## config.mk

```make
export PLATFORM = sky130hd
export DESIGN_NAME = rvmyth_dac_feeder_flat
export DESIGN_NICKNAME = d
export VERILOG_FILES = /design/src/rtl/rvmyth_dac_feeder_pkg.sv /design/src/rtl/rvmyth_dac_feeder_if.sv /design/src/rtl/rvmyth_dac_feeder_fifo.sv /design/src/rtl/rvmyth_dac_feeder.sv /design/src/flat_wrapper.sv
export SDC_FILE = /design/constraint.sdc
export NUM_CORES = 1
export LEC_CHECK = 0
export CORE_MARGIN = 2
export CORE_UTILIZATION = 40
export CTS_CLUSTER_SIZE = 30
export DETAILED_ROUTE_END_ITERATION = 10
export PLACE_DENSITY_LB_ADDON = 0.3
export SLEW_MARGIN = 15
export SYNTH_ARGS = -nofsm -noshare
export SYNTH_HDL_FRONTEND = slang
export SYNTH_SLANG_ARGS = --single-unit
```

## constraint.sdc

```tcl
create_clock -name CLK -period 3.35 [get_ports CLK]
set_clock_uncertainty 0.15 [all_clocks]
set_input_delay 0.8375 -clock CLK [delete_from_list [all_inputs] [get_ports CLK]]
set_output_delay 0.8375 -clock CLK [all_outputs]
set_load 0.05 [all_outputs]
```

## src/rtl/rvmyth_dac_feeder_pkg.sv

```systemverilog
// Shared encodings and default sizes for the rvmyth core -> DAC feeder.
// Latency: none (types and constants only).
// Backpressure: none.
package rvmyth_dac_pkg;

    localparam int DEF_DW    = 10;
    localparam int DEF_DEPTH = 8;
    localparam int DEF_DIV_W = 8;

    typedef enum logic [1:0] {
        ST_IDLE  = 2'd0,
        ST_PRIME = 2'd1,
        ST_RUN   = 2'd2
    } state_t;

endpackage

```

## src/rtl/rvmyth_dac_feeder_if.sv

```systemverilog
// Control and data bundle between the core-side driver (master) and the feeder (slave).
// Latency: none (wiring only).
// Backpressure: none; the feeder drops words on overflow and reports it.
interface rvmyth_dac_feeder_if
    import rvmyth_dac_pkg::*;
#(
    parameter int DW    = DEF_DW,
    parameter int DEPTH = DEF_DEPTH,
    parameter int DIV_W = DEF_DIV_W
);
    localparam int LW = $clog2(DEPTH) + 1;

    logic             en;
    logic [DIV_W-1:0] div;
    logic [DW-1:0]    in_data;
    logic             clr_flags;
    logic [DW-1:0]    dac_d;
    logic             dac_strobe;
    logic [LW-1:0]    fifo_level;
    logic             overflow;
    logic             underrun;

    modport master (
        output en, div, in_data, clr_flags,
        input  dac_d, dac_strobe, fifo_level, overflow, underrun
    );

    modport slave (
        input  en, div, in_data, clr_flags,
        output dac_d, dac_strobe, fifo_level, overflow, underrun
    );

endinterface

```

## src/rtl/rvmyth_dac_feeder_fifo.sv

```systemverilog
// Single-clock FIFO; pointers carry an extra wrap bit so full and empty are distinguishable.
// Latency: a pushed word is readable on rdata the cycle after the push edge (no bypass).
// Backpressure: push while full is ignored unless a pop happens in the same cycle.
module dac_sync_fifo
    import rvmyth_dac_pkg::*;
#(
    parameter int  DW    = DEF_DW,
    parameter int  DEPTH = DEF_DEPTH,
    localparam int AW    = $clog2(DEPTH),
    localparam int LW    = AW + 1
) (
    input  logic          CLK,
    input  logic          reset_n,
    input  logic          flush,
    input  logic          push,
    input  logic          pop,
    input  logic [DW-1:0] wdata,
    output logic [DW-1:0] rdata,
    output logic [LW-1:0] level,
    output logic          full,
    output logic          empty
);
    logic [DW-1:0] r_mem [DEPTH];
    logic [LW-1:0] r_wptr;
    logic [LW-1:0] r_rptr;
    logic          w_wr;
    logic          w_rd;

    assign empty = (r_wptr == r_rptr);
    assign full  = (r_wptr[AW] != r_rptr[AW]) && (r_wptr[AW-1:0] == r_rptr[AW-1:0]);
    assign level = r_wptr - r_rptr;
    assign rdata = r_mem[r_rptr[AW-1:0]];

    // A pop frees the slot the write needs, so a full FIFO can push and pop together.
    assign w_rd = pop && !empty;
    assign w_wr = push && (!full || w_rd);

    always_ff @(posedge CLK or negedge reset_n) begin
        if (!reset_n) begin
            r_wptr <= '0;
            r_rptr <= '0;
        end else if (flush) begin
            r_wptr <= '0;
            r_rptr <= '0;
        end else begin
            if (w_wr) r_wptr <= r_wptr + LW'(1);
            if (w_rd) r_rptr <= r_rptr + LW'(1);
        end
    end

    always_ff @(posedge CLK) begin
        if (w_wr && !flush) r_mem[r_wptr[AW-1:0]] <= wdata;
    end

endmodule

```

## src/rtl/rvmyth_dac_feeder.sv

```systemverilog
// Retimes irregular core OUT changes onto a fixed DAC sample tick; sticky flags under RVMYTH_DAC_FEEDER_FLAGS_EN.
// Latency: change before edge N is queued at N; earliest dac_d update at N+1, strobe the cycle after the tick.
// Backpressure: none upstream; words are dropped when full, DAC word held when empty.
module rvmyth_dac_feeder
    import rvmyth_dac_pkg::*;
#(
    parameter int DW    = DEF_DW,
    parameter int DEPTH = DEF_DEPTH,
    parameter int DIV_W = DEF_DIV_W
) (
    input  logic CLK,
    input  logic reset_n,
    rvmyth_dac_feeder_if.slave bus
);
    localparam int            LW   = $clog2(DEPTH) + 1;
    localparam logic [LW-1:0] HALF = LW'(DEPTH / 2);

    state_t           r_state;
    state_t           w_state_nxt;
    logic [DW-1:0]    r_last;
    logic [DW-1:0]    r_dac_d;
    logic             r_strobe;
    logic [DIV_W-1:0] r_cnt;
    logic [DW-1:0]    w_rdata;
    logic [LW-1:0]    w_level;
    logic             w_full;
    logic             w_empty;
    logic             w_push;
    logic             w_tick;
    logic             w_pop;
    logic             w_starve;

    assign w_push = bus.en && (bus.in_data != r_last);
    // ">=" rather than "==" so lowering div below cnt wraps on the next edge.
    assign w_tick = (r_state != ST_IDLE) && (r_cnt >= bus.div);

    dac_sync_fifo #(.DW(DW), .DEPTH(DEPTH)) u_fifo (
        .CLK     (CLK),
        .reset_n (reset_n),
        .flush   (!bus.en),
        .push    (w_push),
        .pop     (w_pop),
        .wdata   (bus.in_data),
        .rdata   (w_rdata),
        .level   (w_level),
        .full    (w_full),
        .empty   (w_empty)
    );

    always_comb begin
        w_state_nxt = r_state;
        w_pop       = 1'b0;
        w_starve    = 1'b0;
        if (!bus.en) begin
            w_state_nxt = ST_IDLE;
        end else begin
            case (r_state)
                ST_IDLE:  w_state_nxt = ST_PRIME;
                ST_PRIME: if (w_level >= HALF) w_state_nxt = ST_RUN;
                ST_RUN: begin
                    if (w_tick) begin
                        w_pop    = !w_empty;
                        w_starve = w_empty;
                        if (w_empty) w_state_nxt = ST_PRIME;
                    end
                end
                default:  w_state_nxt = ST_IDLE;
            endcase
        end
    end

    always_ff @(posedge CLK or negedge reset_n) begin
        if (!reset_n) begin
            r_state  <= ST_IDLE;
            r_cnt    <= '0;
            r_last   <= '0;
            r_dac_d  <= '0;
            r_strobe <= 1'b0;
        end else begin
            r_state  <= w_state_nxt;
            r_strobe <= w_pop;
            if (w_push) r_last  <= bus.in_data;
            if (w_pop)  r_dac_d <= w_rdata;
            if (!bus.en || r_state == ST_IDLE || w_tick) r_cnt <= '0;
            else                                         r_cnt <= r_cnt + DIV_W'(1);
        end
    end

`ifdef RVMYTH_DAC_FEEDER_FLAGS_EN
    logic r_ovf;
    logic r_udr;
    logic w_ovf_set;

    assign w_ovf_set = w_push && w_full && !w_pop;

    // Set beats clear when both land on the same edge.
    always_ff @(posedge CLK or negedge reset_n) begin
        if (!reset_n) begin
            r_ovf <= 1'b0;
            r_udr <= 1'b0;
        end else begin
            r_ovf <= w_ovf_set | (r_ovf & ~bus.clr_flags);
            r_udr <= w_starve  | (r_udr & ~bus.clr_flags);
        end
    end

    assign bus.overflow = r_ovf;
    assign bus.underrun = r_udr;
`else
    logic w_unused;
    assign w_unused     = ^{bus.clr_flags, w_full};
    assign bus.overflow = 1'b0;
    assign bus.underrun = 1'b0;
`endif

    assign bus.dac_d      = r_dac_d;
    assign bus.dac_strobe = r_strobe;
    assign bus.fifo_level = w_level;

endmodule

```

## src/flat_wrapper.sv

```systemverilog
// flat-port wrapper written by rule: the top's interface ports become plain ports
module rvmyth_dac_feeder_flat import rvmyth_dac_pkg::*;
#(
    parameter int DW    = DEF_DW,
    parameter int DEPTH = DEF_DEPTH,
    parameter int DIV_W = DEF_DIV_W
)
  (CLK, reset_n, bus_en, bus_div, bus_in_data, bus_clr_flags, bus_dac_d, bus_dac_strobe, bus_fifo_level, bus_overflow, bus_underrun);
  rvmyth_dac_feeder_if #(.DW(DW), .DEPTH(DEPTH), .DIV_W(DIV_W)) bus_i ();
  input  logic CLK;
  input  logic reset_n;
  input wire logic [$bits(bus_i.en)-1:0] bus_en;
  input wire logic [$bits(bus_i.div)-1:0] bus_div;
  input wire logic [$bits(bus_i.in_data)-1:0] bus_in_data;
  input wire logic [$bits(bus_i.clr_flags)-1:0] bus_clr_flags;
  output wire logic [$bits(bus_i.dac_d)-1:0] bus_dac_d;
  output wire logic [$bits(bus_i.dac_strobe)-1:0] bus_dac_strobe;
  output wire logic [$bits(bus_i.fifo_level)-1:0] bus_fifo_level;
  output wire logic [$bits(bus_i.overflow)-1:0] bus_overflow;
  output wire logic [$bits(bus_i.underrun)-1:0] bus_underrun;
  assign bus_i.en = bus_en;
  assign bus_i.div = bus_div;
  assign bus_i.in_data = bus_in_data;
  assign bus_i.clr_flags = bus_clr_flags;
  assign bus_dac_d = bus_i.dac_d;
  assign bus_dac_strobe = bus_i.dac_strobe;
  assign bus_fifo_level = bus_i.fifo_level;
  assign bus_overflow = bus_i.overflow;
  assign bus_underrun = bus_i.underrun;
  rvmyth_dac_feeder #(.DW(DW), .DEPTH(DEPTH), .DIV_W(DIV_W)) u_core (.CLK(CLK), .reset_n(reset_n), .bus(bus_i));
endmodule
```

* After elaboration in Yosys (flattened, before gate mapping)
Memories as Yosys holds them, arrays and structs flattened. A register that Yosys moved wholly into a read port is not among the register bits.
Cells that the tools add are included.
** Storage, ports and cells
- Word-level logic and storage cells :: 55
- Memory bits (writable) :: 80
- Memories :: 1
- Bits in registers :: 29
** Memory list
- u_core.u_fifo.r_mem :: depth 8, width 10, rd ports 1, clocked after memory_dff 1, wr ports 1, line rvmyth_dac_feeder_fifo.sv:23 : logic [DW-1:0] r_mem [DEPTH];
** Operators by class
- Equality and inequality tests :: 11
- Add/sub/neg operators :: 4
- Reductions and logical operators :: 16
- Mux-type cells :: 15
- Order comparisons :: 2
** Operators by type and width (number)
- $mux W4 :: 4
- $ne A10 B10 Y1 :: 1
- $ne A3 B2 Y1 const B :: 3
- $add A4 B1 Y4 const B :: 2
- $add A8 B1 Y8 const B :: 1
- $ge A8 B8 Y1 :: 1
- $mux W2 :: 4
- $mux W8 :: 1
- $logic_and A1 B1 Y1 :: 6
- $pmux W2 S3 :: 1
- $mux W1 :: 5
- $eq A4 B4 Y1 :: 1
- $ge A4 B3 Y1 const B :: 1
- $logic_not A1 Y1 :: 4
- $ne A2 B1 Y1 const B :: 2
- $sub A4 B4 Y4 :: 1
- $eq A3 B3 Y1 :: 1
- $logic_or A1 B1 Y1 :: 3
- $reduce_and A3 Y1 :: 1
- $eq A2 B1 Y1 const B :: 1
- $eq A2 B2 Y1 const B :: 1
- $logic_not A2 Y1 :: 1
- $reduce_bool A2 Y1 :: 1
- $ne A1 B1 Y1 :: 1

* Depth between registers and ports, before layout
- Depth after elaboration :: 11
- Gate-level depth with buffers :: 10
- Depth with buffers taken out :: 8

* Hierarchy
Synthesis repeated with hierarchy kept, for this count alone.
** Unflattened totals
- Cells, all modules :: 342
- Area, all modules :: 5287.6 um^2
** By module, submodules not included
- dac_sync_fifo :: instances 1, area an instance 3621.0 um^2, cells an instance 207, seq. area each 2602.5 um^2
- rvmyth_dac_feeder :: instances 1, area an instance 1666.6 um^2, cells an instance 135, seq. area each 775.7 um^2

* Worst setup path before layout
No wires, ideal clock.
- Path kind :: in2reg
- Start :: input bus_div[7]
- End :: memory u_core.u_fifo.r_mem[0][0] in the netlist's numbering (enable)
- Arrival time :: 3210 ps
- Library setup time :: 404 ps
- Path slack :: -413 ps
- Cell stages on the path :: 8
- Path buffers :: 1
- Path through :: inv_1 > ha_1 > nand4_1 > o31ai_1 > and2_1 > buf_6 > o31ai_4 > nor4_1
** Between the ends
- Cells in the longest elaborated chain, start to end :: 11
** RTL lines
- start, declared :: line flat_wrapper.sv:13 : input wire logic [$bits(bus_i.div)-1:0] bus_div;
- $ge A8 B8 Y1 :: line rvmyth_dac_feeder.sv:35 : assign w_tick = (r_state != ST_IDLE) && (r_cnt >= bus.div);
- $logic_and A1 B1 Y1 :: line rvmyth_dac_feeder.sv:35
- $mux W1 :: line rvmyth_dac_feeder.sv:61 : if (w_tick) begin
- $mux W1 :: line rvmyth_dac_feeder.sv:57 : case (r_state)
- $mux W1 :: line rvmyth_dac_feeder.sv:54 : if (!bus.en) begin
- $logic_and A1 B1 Y1 :: line rvmyth_dac_feeder_fifo.sv:35 : assign w_rd = pop && !empty;
- $logic_or A1 B1 Y1 :: line rvmyth_dac_feeder_fifo.sv:36 : assign w_wr = push && (!full || w_rd);
- $logic_and A1 B1 Y1 :: line rvmyth_dac_feeder_fifo.sv:36
- $logic_and A1 B1 Y1 :: line rvmyth_dac_feeder_fifo.sv:52 : if (w_wr && !flush) r_mem[r_wptr[AW-1:0]] <= wdata;
- $mux W1 :: line rvmyth_dac_feeder_fifo.sv:52
- $mux W1 (implied by the code) :: line rvmyth_dac_feeder_fifo.sv:52
- end, declared :: line rvmyth_dac_feeder_fifo.sv:23
Every way passes these cells.

* Worst setup path after layout
- Start :: input bus_div[7]
- End :: memory u_core.u_fifo.r_mem[4][5] in the netlist's numbering (enable)
The elaborated chain is that of the path after synthesis.

==> results.py <==
metrics = {
    "critical_path": {
        "crit_required_ps": 3320,
        "r2r-end": "u_core.u_fifo.r_mem[4][5]",
        "endpoint": "u_core.u_fifo.r_mem[4][5]",
        "r2r_slack_ps": 650,
        "worstPathArrival_ps": 3160,
        "crit_path_max_fanout": 10,
        "cp-start-kind": "primary input",
        "end_kind": "flop",
        "worstSetupStartpoint": "bus_div[7]",
        "path_class": "primary input to flop",
        "r2r_cells": 8,
        "r2r-start": "u_core.r_cnt[5]",
    },
    "power": {
        "p_leak_uw": 0.002535,
        "peakVddDrop_v": 0.0004331,
        "cellPowerDensity_nw_per_um2": 600.2,
    },
    "synth": {
        "yosys_warnings": 0,
        "postSynthAreaPerCell_um2": 15.21,
        "synth_cells": 338,
        "synth_area_um2": 5140,
        "async_reset_ff_share_pct": 32.77,
        "ys_seq_area_share_pct": 65.73,
        "synth-edff-count": 80,
        "synth-seq-cells": 119,
        "synth-main-ff-cell": "edfxtp_1",
        "synth.distinct_cells": 39,
    },
    "finish": {
        "nNetsFinal": 452,
        "final_cell_mix": "edfxtp_1 (80), dfrtp_1 (39), buf_4 (34)",
        "fill_cells": 1049,
        "final_common_cell": "edfxtp_1",
        "antenna_cells": 0,
        "syn_to_final_growth_pct": 28.75,
        "design_area_um2": 6618,
        "layout-drive-gt1-share_pct": 25.93,
        "stdcell_count": 600,
        "fin_util_pct": 52.65,
    },
    "floorplan": {
        "die_w_um": 117.4,
        "ios": 39,
        "core-area_um2": 12570,
        "rows": 41,
        "die_area_um2": 13770,
        "start_util_pct": 40.90,
        "die_h_um": 117.4,
    },
    "place": {
        "pre_cts_slack_ps": -336.6,
        "gp_routability_congestion": 0.7434,
        "dp_hpwl_um": 6535,
        "placedCellCount": 567,
        "port_buffers": 35,
        "placed_cell_area_um2": 5966,
    },
    "timing": {
        "finalSetupViolations": 0,
        "maxSlewHeadroom_pct": 40.11,
        "post-route-period-util_pct": 95.40,
        "setup_slack_ps": 154.0,
        "hold_violations": 0,
        "max_freq_mhz": 312.9,
        "maxSlewViolCount": 0,
        "rsz0062_at_grt": "false",
        "hold-worst-slack_ps": 376.1,
        "fin_crit_ps": 3196,
        "tightest_slew_ps": 898.4,
    },
    "global_route": {
        "grt-busiest-layer": "met2",
        "grt_use_met3_pct": 4.232,
        "met2_usage_pct": 25.40,
        "grt.overflow.total": 0,
        "grt_max_degree": 40,
        "grt_pass1_vias": 3134,
        "grt_usage_pct": 15.50,
        "grt.met1_usage_pct": 19.88,
        "grt_pass1_wl_um": 16370,
        "antenna_found_initial": 0,
    },
    "outcome": {
        "status": "finished, final reports clean",
    },
    "route": {
        "drt_pass1_iterations": 4,
        "drtIter0Drc": 225,
        "vias_per_cell": 4.990,
        "drc": 0,
        "wl_per_cell_um": 16.25,
        "ant_nets": 0,
        "vias": 2994,
        "routed_wl_um": 9751,
    },
    "clock_tree": {
        "clk_path_buf_depth": 2,
        "htree_num_levels": 4,
        "hold_buffers": 0,
        "tritoncts": "built",
        "numCtsBuffers": 17,
        "insertion_delay_ps": 410,
        "clockRootBuffer": "clkbuf_16",
        "clk_pin_slew_ps": 50,
        "cts.sinks": 119,
    },
    "flow_run": {
        "maxCapViolCount": 0,
    },
    "worst_hold_path": {
        "holdCritPathClass": "flop to flop",
    },
}
flip-flops by register name (all words and copies together) (netlist names):
name                   cells
u_core.u_fifo.r_mem       80
u_core.bus.dac_d          10
u_core.r_last             10
u_core.r_cnt               8
u_core.u_fifo.r_rptr       4
u_core.u_fifo.r_wptr       4
u_core.r_state             2
u_core.bus.dac_strobe      1
cell families after synthesis:
logic type / count (synthesis) / share of synthesized area [%]
other cells: 1 / 0.07296
fa+ha+maj: 15 / 3.798
mux: 34 / 11.73
compound gates: 25 / 3.651
xor+xnor: 22 / 3.895
buf+inv: 32 / 2.775
simple gates: 90 / 8.349
flops: 119 / 65.73
routing by layer:
metal	wire length, um	up-vias
met5	0	-
met4	80	0
met3	424	6
met2	4985	73
met1	4260	1508
li1	-	1407
cells in the mapped netlist, drive strengths merged, types with 4 or more instances:
library cell / n / area share [%]
a31oi: 10 / 1.2
mux2: 10 / 2.2
nand2: 32 / 2.3
xor2: 13 / 2.2
dfrtp: 39 / 19
mux2i: 4 / 0.78
buf: 9 / 1.1
edfxtp: 80 / 47
nand3: 9 / 0.88
xnor2: 9 / 1.7
a21oi: 5 / 0.49
inv: 18 / 1.3
nor3: 6 / 0.58
and3: 4 / 0.49
nand2b: 4 / 0.49
nor4: 5 / 0.61
ha: 14 / 3.4
nor2: 23 / 1.7
clkbuf: 5 / 0.37
mux4: 20 / 8.8
repair_timing:
item / CTS / global route
hold endpoints to repair: 0 / 0
endpoints found under the setup margin: 0 / 22
resized for setup: 0 / 1
buffers inserted: 0 / 1
worst min path at each step:
| stage | from | endpoint | slack, ps | cells past startpoint |
|---|---|---|---|---|
| global placement | u_core.r_last[7] | u_core.r_last[7] | 360 | 1 |
| detailed placement | u_core.r_last[8] | u_core.r_last[8] | 370 | 1 |
| CTS | u_core.r_last[8] | u_core.r_last[8] | 380 | 1 |
| global route | u_core.r_last[9] | u_core.r_last[9] | 400 | 1 |
| finish | u_core.r_last[8] | u_core.r_last[8] | 380 | 1 |
| floorplan | u_core.r_cnt[0] | u_core.r_cnt[0] | 340 | 1 |
power breakdown:
part / leakage [uW] / total (uW) / switching (uW) / internal [uW]
Clock: 0.000301 / 1900 / 655 / 1250
Combinational: 0.000993 / 384 / 210 / 174
Sequential: 0.00124 / 1680 / 40.3 / 1640
Total: 0.00254 / 3970 / 905 / 3070
worst max-delay path: stages:
cell             delay [ps]
clkdlybuf4s50_1         460
inv_1                    40
ha_1                    290
nand4_1                 100
o31ai_2                 370
and2_1                  260
o31ai_4                  90
buf_4                   200
nor4_2                  320
buf_12                  190
final cells by class:
type	instances	area, um^2	share of cell area, %
sequential	119	3378	51.05
multi-input combinational	188	1649	24.92
timing repair buffer	71	680.7	10.29
clock buffer	18	429.2	6.485
tap	172	215.2	3.252
clock inverter	14	197.7	2.987
inverter	18	67.56	1.021
stage by stage:
| step | power (uW) | setup TNS, ps |
|---|---|---|
| after floorplan | 1925 | -7498 |
| after global routing | 4114 | 0 |
| after detailed placement | 2093 | -18930 |
| final | 3972 | 0 |
| after global placement | 2077 | -22500 |
| after CTS | 3999 | 0 |
(Power assumes the default switching activity.)
